$ cat src/rtl/div_nonrestoring_seq.sv
// div_nonrestoring_seq: iterative unsigned divider (DIVU/REMU path).
// Non-restoring add/subtract recurrence, one quotient bit per clock,
// sharing a single WIDTH+1 bit adder for both add and subtract.
// Optional feature macro: DIV_BY_ZERO_FLAG_EN (adds the dbz output and a
// one-cycle shortcut for a zero divisor).
module div_nonrestoring_seq #(
  parameter int WIDTH = 32
) (
  input  logic             clk,
  input  logic             clrn,
  input  logic             start,
  input  logic [WIDTH-1:0] a,
  input  logic [WIDTH-1:0] b,
  output logic [WIDTH-1:0] q,
  output logic [WIDTH-1:0] r,
  output logic             busy,
  output logic             ready
`ifdef DIV_BY_ZERO_FLAG_EN
  ,
  output logic             dbz
`endif
);

  localparam int CNT_W = $clog2(WIDTH) + 1;
  localparam logic [CNT_W-1:0] LAST_ITER = CNT_W'(WIDTH - 1);

`ifdef DIV_BY_ZERO_FLAG_EN
  localparam bit SKIP_ZERO = 1'b1;
`else
  localparam bit SKIP_ZERO = 1'b0;
`endif

  typedef enum logic {
    IDLE,
    RUN
  } state_t;

  state_t           state;
  logic [CNT_W-1:0] cnt;
  logic [WIDTH:0]   pr;
  logic [WIDTH-1:0] dvd;
  logic [WIDTH-1:0] dvs;

  logic [WIDTH:0]   pr_shift;
  logic [WIDTH:0]   addend;
  logic [WIDTH:0]   pr_next;
  logic             q_bit;
  logic [WIDTH-1:0] r_fix;

  // One recurrence step: subtraction is the adder with inverted divisor and carry-in 1
  always_comb begin
    pr_shift = {pr[WIDTH-1:0], dvd[WIDTH-1]};
    addend   = pr[WIDTH] ? {1'b0, dvs} : ~{1'b0, dvs};
    pr_next  = pr_shift + addend + {{WIDTH{1'b0}}, ~pr[WIDTH]};
    q_bit    = ~pr_next[WIDTH];
    r_fix    = pr_next[WIDTH] ? (pr_next[WIDTH-1:0] + dvs) : pr_next[WIDTH-1:0];
  end

  // Control FSM and datapath registers; q/r only change at completion
  always_ff @(posedge clk or negedge clrn) begin
    if (!clrn) begin
      state <= IDLE;
      busy  <= 1'b0;
      ready <= 1'b0;
      q     <= '0;
      r     <= '0;
      cnt   <= '0;
      pr    <= '0;
      dvd   <= '0;
      dvs   <= '0;
    end else begin
      ready <= 1'b0;
      case (state)
        IDLE: begin
          if (start) begin
            if (SKIP_ZERO && (b == '0)) begin
              q     <= '1;
              r     <= a;
              ready <= 1'b1;
            end else begin
              dvd   <= a;
              dvs   <= b;
              pr    <= '0;
              cnt   <= '0;
              busy  <= 1'b1;
              state <= RUN;
            end
          end
        end
        RUN: begin
          pr  <= pr_next;
          dvd <= {dvd[WIDTH-2:0], q_bit};
          cnt <= cnt + CNT_W'(1);
          if (cnt == LAST_ITER) begin
            q     <= {dvd[WIDTH-2:0], q_bit};
            r     <= r_fix;
            busy  <= 1'b0;
            ready <= 1'b1;
            state <= IDLE;
          end
        end
        default: state <= IDLE;
      endcase
    end
  end

`ifdef DIV_BY_ZERO_FLAG_EN
  // Zero-divisor flag pulses alongside ready only for the shortcut completion
  always_ff @(posedge clk or negedge clrn) begin
    if (!clrn) begin
      dbz <= 1'b0;
    end else begin
      dbz <= (state == IDLE) && start && (b == '0);
    end
  end
`endif

endmodule

$ cat config.mk
export PLATFORM = sky130hd
export DESIGN_NAME = div_nonrestoring_seq
export DESIGN_NICKNAME = d
export VERILOG_FILES = /design/src/rtl/div_nonrestoring_seq.sv
export SDC_FILE = /design/constraint.sdc
export NUM_CORES = 1
export LEC_CHECK = 0
export CORE_MARGIN = 3
export CORE_UTILIZATION = 25
export CTS_CLUSTER_SIZE = 30
export DETAILED_ROUTE_END_ITERATION = 6
export PLACE_DENSITY = 0.46
export SETUP_SLACK_MARGIN = 0.4
export SYNTH_ARGS = -nofsm -noshare
export SYNTH_HDL_FRONTEND = slang
export SYNTH_SLANG_ARGS = --single-unit
$ cat constraint.sdc
create_clock -name clk -period 6.56 [get_ports clk]
set_clock_uncertainty 0.15 [all_clocks]
set_input_delay 1.312 -clock clk [delete_from_list [all_inputs] [get_ports clk]]
set_output_delay 1.312 -clock clk [all_outputs]
set_load 0.01 [all_outputs]
* Word level (Yosys, flattened, before mapping)
Cells that the tools add are included.
** Storage, ports and cells
- Register bits after elaboration :: 170
- Bits of input ports :: 67
- Output and inout port bits :: 66
- Logic and storage cells :: 39
** Cells by class
- Bitwise gates (word level) :: 4
- Muxes and demuxes :: 16
- Eq/ne operators :: 3
- Reductions and logical operators :: 3
- Add/subtract/negate cells :: 4
** Operator list (number)
- 2-to-1 mux 33 bit :: 2
- one-hot mux 33 bit (2 select lines) :: 1
- 2-to-1 mux 32 bit :: 2
- one-hot mux 32 bit (2 select lines) :: 1
- adder 33 x 1 -> 33 bit :: 1
- adder 33 bit :: 1
- NOT 32 -> 33 bit :: 1
- adder 32 bit :: 1
- one-hot mux 6 bit (2 select lines) :: 1
- adder 6 x 1 -> 6 bit, second input constant :: 1
- == test 6 x 5 -> 1 bit, second input constant :: 1
- 2-to-1 mux 1 bit :: 6
- 2-to-1 mux 6 bit :: 1
- AND reduction 2 bit :: 3
- one-hot mux 1 bit (2 select lines) :: 2
- NOT 1 bit :: 3
- inequality test 2 x 1 -> 1 bit, second input constant :: 1
- inequality test 2 bit, second input constant :: 1

* Depth between registers and ports, before layout
Gate-level depths: netlist (run 1).
- Depth in word-level cells :: 6
- Gate-level depth with buffers :: 24

* Least setup slack after synthesis (run 1)
OpenSTA, ideal clock, no wires.
- Kind :: reg-to-reg
- From :: reg pr[32]
- To :: reg r[28]
- Period minus slack after synthesis :: 5083 ps
- Data required time :: 6279 ps
- Stages on the path, launching flop included :: 22
- Setup time :: 131 ps
- Buffers on the path :: 3
- Arrival time :: 4802 ps
- Slack :: 1477 ps
- Cell sequence :: dfrtp_1 -> buf_2 -> buf_1 -> xnor2_1 -> ha_1 -> buf_2 -> a21o_1 -> a311oi_1 -> nor4_2 -> or3_1 -> a21oi_1 -> xnor2_1 -> ha_1 -> nand3_1 -> nor2_1 -> o2111a_1 -> o211ai_1 -> a311oi_1 -> nand3_1 -> mux2_2 -> o31ai_1 -> nand3_1
** Between the ends
- Cells in the longest elaborated chain, start to end :: 5
- Elaborated cells between the ends (all ways) :: 6
- Those cells by class :: add/sub (3); mux (2); bitwise (1)
** Ends and longest elaborated chain
- start: declaration :: line 40 : logic [WIDTH:0] pr;
- start signal: assignment :: line 91 : pr <= pr_next;
- 2-to-1 mux 33 bit :: line 53 : addend = pr[WIDTH] ? {1'b0, dvs} : ~{1'b0, dvs};
- adder 33 bit :: line 54 : pr_next = pr_shift + addend + {{WIDTH{1'b0}}, ~pr[WIDTH]};
- adder 33 x 1 -> 33 bit (*) :: line 54
- adder 32 bit :: line 56 : r_fix = pr_next[WIDTH] ? (pr_next[WIDTH-1:0] + dvs) : pr_next[WIDTH-1:0];
- 2-to-1 mux 32 bit (*) :: line 56
- end signal: assignment :: line 96 : r <= r_fix;
- end: declaration :: line 15 : output logic [WIDTH-1:0] r,
Mark *: on every way between the ends. The rest lies on a longest branch, timed or not.
A chain may end at the register's enable or synchronous reset.

* Final worst setup path (run 1)
Ends and elaborated chain as after synthesis.

==> flow_summary.yaml, run 1 <==
drt:
  num_vias: 8559
  vias_per_cell: 4.70
  first_iter_violations: 462
  dr.pass1.iters: 4
  postRouteAntennaNets: 0
  routed_wirelength_mm: 31.0
  drc: 0
  wire_per_inst_um: 17.0
clock_network:
  hold_buffers: 0
  path_clk_slew_ns: 0.07
  clk_latency_ns: 0.44
  cts_buffers: 17
  cts_buffer_depth: 2
  htreeDepth: 4
  root_buffer: "clkbuf_16"
  postCtsSetupRepairBufs: 0
  cts_resized: 0
  cts_tree: "done"
  cts.sinks: 170
yosys:
  async_flop_share: 1.00
  ys_ff_latch: 170
  synth_fp_nets: 1320
  synth_cells: 1183
  synth_flop_cell: "dfrtp_1"
  synth-seq-area-share: 0.412
  yosys_warnings: 0
  avgSynthCellArea_um2: 8.74
  ys_types: 61
  synth_edf_count: 0
  netlist_area_um2: 10300
layout:
  diodes: 0
  area_growth_pct: 24.2
  drive_gt1_frac: 0.0448
  fin_util: 0.319
  finalNetCount: 1421
timing:
  slew_headroom: 0.294
  slew_viol_final: 0
  setup_ws_ns: 0.830
  setup_viol: 0
  tns_ns: 0
  tightest_slew_ns: 1.06
  post-route-period-util: 0.873
  period_needed_ns: 5.73
  final_hold_viol_count: 0
  rsz0062_at_grt: "false"
  max_clock_freq_mhz: 175
hold_path:
  hold_path_end: "q[29]"
  hold_class: "flop to flop"
  hp-start: "q[29]"
  min_delay_path_depth: 2
floorplan:
  start_util: 0.257
  die_y_um: 209
  die_area_um2: 43800
  rows: 73
  coreArea_um2: 40300
  io_pins: 133
  die_w_um: 209
global_routing:
  grt_use_total: 0.145
  antenna_found_initial: 0
  grt_pass1_wl_mm: 50.4
  grt_max_degree: 98
  grt_remaining_overflow: 0
  first_global_vias: 8894
place:
  io_buffers: 132
  gp_congestion: 0.822
  dp_slack_ns: 0.929
  dp_hpwl_mm: 21.7
setup_path:
  crit_path_start_kind: "flop"
  path_class: "flop to flop"
  ff2ff_setup_slack_ns: 0.83
  cp-end-kind: "flop"
  arrival_ns: 5.89
  reg2reg_from: "pr[32]"
  critPathMaxFanout: 28
  crit_required_ns: 6.72
  rr_worst_depth: 19
  r2r-end: "r[28]"
status:
  status: "complete, no violations"
flow_run:
  drv_cap: 0
-- worst max-delay path, stage by stage, from the launching register on --
cell and delay (ns):
dfrtp_1 0.53, buf_4 0.48, xnor2_1 0.17, ha_1 0.39, a21oi_1 0.17, o211ai_1 0.15
a22o_1 0.23, or3_1 0.34, a21oi_1 0.29, xnor2_1 0.18, ha_1 0.38, nand3_1 0.13
nor2_1 0.17, o2111a_1 0.29, o211ai_1 0.15, a311oi_1 0.60, nand3_1 0.17, mux2_2 0.31
o31ai_1 0.20, nand3_1 0.10
-- cells in the final DEF (no fill, tap or decap), types with 31 or more instances in the layout --
master,netlist,routed
nand3_1,32,32
ha_1,68,68
nor2_1,61,59
mux2i_1,40,40
nand2_1,299,298
clkdlybuf4s50_1,0,130
o21ai_0,63,63
a22o_1,31,31
dfrtp_1,170,169
a21oi_1,76,76
xnor2_1,67,67
-- cells in the mapped netlist, types with 11 or more instances --
library cell,instances,area (µm²)
o21ai_1,26,130
a21o_1,28,210
nand3_1,32,160
o211ai_1,11,82.6
ha_1,68,851
xnor2_1,67,587
o21ai_0,63,315
nor3_1,16,80.1
clkbuf_1,46,173
inv_1,11,41.3
dfrtp_1,170,4250
nand2_1,299,1120
mux2i_1,40,400
xor2_1,22,193
a21oi_1,76,380
a22o_1,31,272
nor2_1,61,229
-- per-stage QoR --
| stage | std cells | hold WS (ns) | cell area (µm²) |
|---|---|---|---|
| floorplan | 1183 | 0.296 | 10300 |
| global placement | 1790 | 0.307 | 12200 |
| detailed placement | 1790 | 0.311 | 12200 |
| CTS | 1821 | 0.330 | 12800 |
| global route | 1821 | 0.343 | 12800 |
| finish | 1821 | 0.321 | 12800 |
-- kinds of logic (layout without fill, tap and decap cells) --
logic type      after synthesis  after routing  synth area share
simple gates                454            454             0.184
compound gates              288            288             0.176
flops                       170            170             0.412
xor+xnor                     89             89            0.0754
buf+inv                      71            184            0.0271
fa+ha+maj                    70             70            0.0862
mux                          41             41            0.0398
-- flip-flops by register name, indices dropped and copies added (netlist names) --
signal	count
ready	1
pr	33
dvd	32
state	1
r	32
dvs	32
busy	1
cnt	6
q	32
-- worst max-delay path by stage --
stage | end | start | slack (ns) | cells past startpoint
after floorplan | r[28] | pr[32] | 1.48 | 21
after detailed placement | r[28] | pr[32] | 0.93 | 19
final | r[28] | pr[32] | 0.83 | 19
after CTS | r[28] | pr[32] | 0.87 | 19
after global routing | r[28] | pr[32] | 0.43 | 19
after global placement | r[28] | pr[32] | 1.06 | 19
-- per-layer routing --
layer	vias up	wire length, µm	part of all wire	track usage
met2	152	13600	0.44	0.225
met1	4057	15400	0.49	0.200
met5	-	0	0	0
li1	4323	-	-	-
met3	27	1600	0.052	0.0405
met4	0	431	0.014	0.0342
-- final cells by class --
cell class	count	area, µm²
multi-input combinational	942	5830
fill	4211	27400
tap	525	657
clock inverter	12	209
inverter	11	41.3
clock buffer	19	453
timing repair buffer	142	1390
sequential	170	4260
Power of run 1 is not shown: default switching activity piles up to over one toggle a cycle in this logic, so the estimate is an artifact.
==> run 2, diff against run 1 <==
Settings changed: CTS_BUF_LIST set to sky130_fd_sc_hd__clkbuf_16.
==> flow_summary.yaml, run 2 (synthesized netlist as in run 1, its figures left out) <==
setup_path:
  critPathMaxFanout: 28
  cp_slowest_cell: "a311oi_1"
  cp-end-kind: "flop"
  crit_top_cell: "nand3_1"
  cp_slowest_stage_delay_ns: 0.61
  crit_family: "compound AO/OA/AOI/OAI gates"
  worstPathCellList: "buf_4, xnor2_1, ha_1, a21oi_1, o211ai_1, a22o_1, or3_1, a21oi_1, xnor2_1, ha_1, nand3_1, nor2_1, o2111a_1, o211ai_1, a311oi_1, nand3_1, mux2_2, o31ai_1, nand3_1"
  path_class: "flop to flop"
  cp_num_buf_inv: 1
  crit_path_start_kind: "flop"
  arrival_ns: 5.89
  crit_required_ns: 6.72
floorplan:
  die_w_um: 209
  die_y_um: 209
  rows: 73
  coreArea_um2: 40300
  io_pins: 133
  start_util: 0.257
  die_area_um2: 43800
global_routing:
  grt_max_degree: 98
  grt_pass1_wl_mm: 50.4
  antenna_found_initial: 0
  grt_use_total: 0.145
  first_global_vias: 8898
  grt_remaining_overflow: 0
timing:
  slew_viol_final: 0
  max_clock_freq_mhz: 175
  setup_viol: 0
  rsz0062_at_grt: "false"
  tns_ns: 0
  slew_headroom: 0.294
  final_hold_viol_count: 0
  post-route-period-util: 0.873
  tightest_slew_ns: 1.06
  period_needed_ns: 5.73
clock_network:
  postCtsSetupRepairBufs: 0
  root_buffer: "clkbuf_16"
  hold_buffers: 0
  clk_latency_ns: 0.44
  cts_buffers: 17
  cts_resized: 0
  cts.sinks: 170
  cts_buffer_depth: 2
  path_clk_slew_ns: 0.07
  cts_tree: "done"
  htreeDepth: 4
layout:
  fin_cells: 1821
  drive_gt1_frac: 0.0432
  final_common_cell: "nand2_1"
  area_growth_pct: 24.1
  fillers: 4211
  diodes: 0
  largest_reg_flops: 33
  regMostFlops: "pr"
  finalNetCount: 1421
  fin_util: 0.318
  final_cell_mix: "nand2_1, dfrtp_1, clkdlybuf4s50_1"
drt:
  dr.pass1.iters: 5
  routed_wirelength_mm: 30.9
  first_iter_violations: 414
  postRouteAntennaNets: 0
  num_vias: 8557
  drc: 0
  vias_per_cell: 4.70
  wire_per_inst_um: 17.0
flow_run:
  drv_cap: 0
status:
  status: "complete, no violations"
place:
  dp.cells: 1790
  io_buffers: 132
  dp_hpwl_mm: 21.7
  gp_congestion: 0.822
hold_path:
  hold_class: "flop to flop"
-- run 2: path summary, 6_finish.rpt --
kind / from / end / slack, ns / cells past startpoint
hold / removal: q[29] / q[29] / 0.32 / 2
max in group asynchronous: clrn / pr[8] / 4.34 / 2
setup / recovery: pr[32] / r[28] / 0.83 / 19
hold reg to reg: q[29] / q[29] / 0.32 / 2
setup reg to reg: pr[32] / r[28] / 0.83 / 19
min in group asynchronous: clrn / ready / 0.68 / 1
-- run 2: routing by layer --
| metal | part of all wire | global-route usage | up-vias |
|---|---|---|---|
| li1 | - | - | 4323 |
| met5 | 0 | 0 | - |
| met4 | 0.014 | 0.0335 | 0 |
| met1 | 0.50 | 0.200 | 4055 |
| met3 | 0.051 | 0.0410 | 26 |
| met2 | 0.44 | 0.225 | 153 |
-- run 2: metrics by stage --
| step | hold WS (ns) | instance area [µm²] | setup slack, ns |
|---|---|---|---|
| after CTS | 0.330 | 12800 | 0.872 |
| after detailed placement | 0.311 | 12200 | 0.929 |
| final | 0.321 | 12800 | 0.830 |
| after global routing | 0.343 | 12800 | 0.434 |
| after global placement | 0.307 | 12200 | 1.06 |
| after floorplan | 0.296 | 10300 | 1.48 |
-- run 2: worst register-to-register path, delay by kind of cell (launching register included) --
kind,cells,cell delay [ns]
multiplexers,1,0.31
buffers and inverters,1,0.48
flip-flops,1,0.53
XOR/XNOR,2,0.36
AND/OR/NAND/NOR,5,0.91
AO/OA/AOI/OAI,8,2.09
adder cells (fa/ha/maj),2,0.77
-- run 2: cell type report --
cell class / instances / area (µm²) / share of cell area
clock buffers: 17 / 425 / 0.0332
clock inverters: 14 / 216 / 0.0169
inverters: 11 / 41.3 / 0.00322
multi-input cells: 942 / 5830 / 0.455
flip-flops and latches: 170 / 4260 / 0.332
well taps: 525 / 657 / 0.0512
repair buffers: 142 / 1390 / 0.109
Power of run 2 is left out for the same reason.
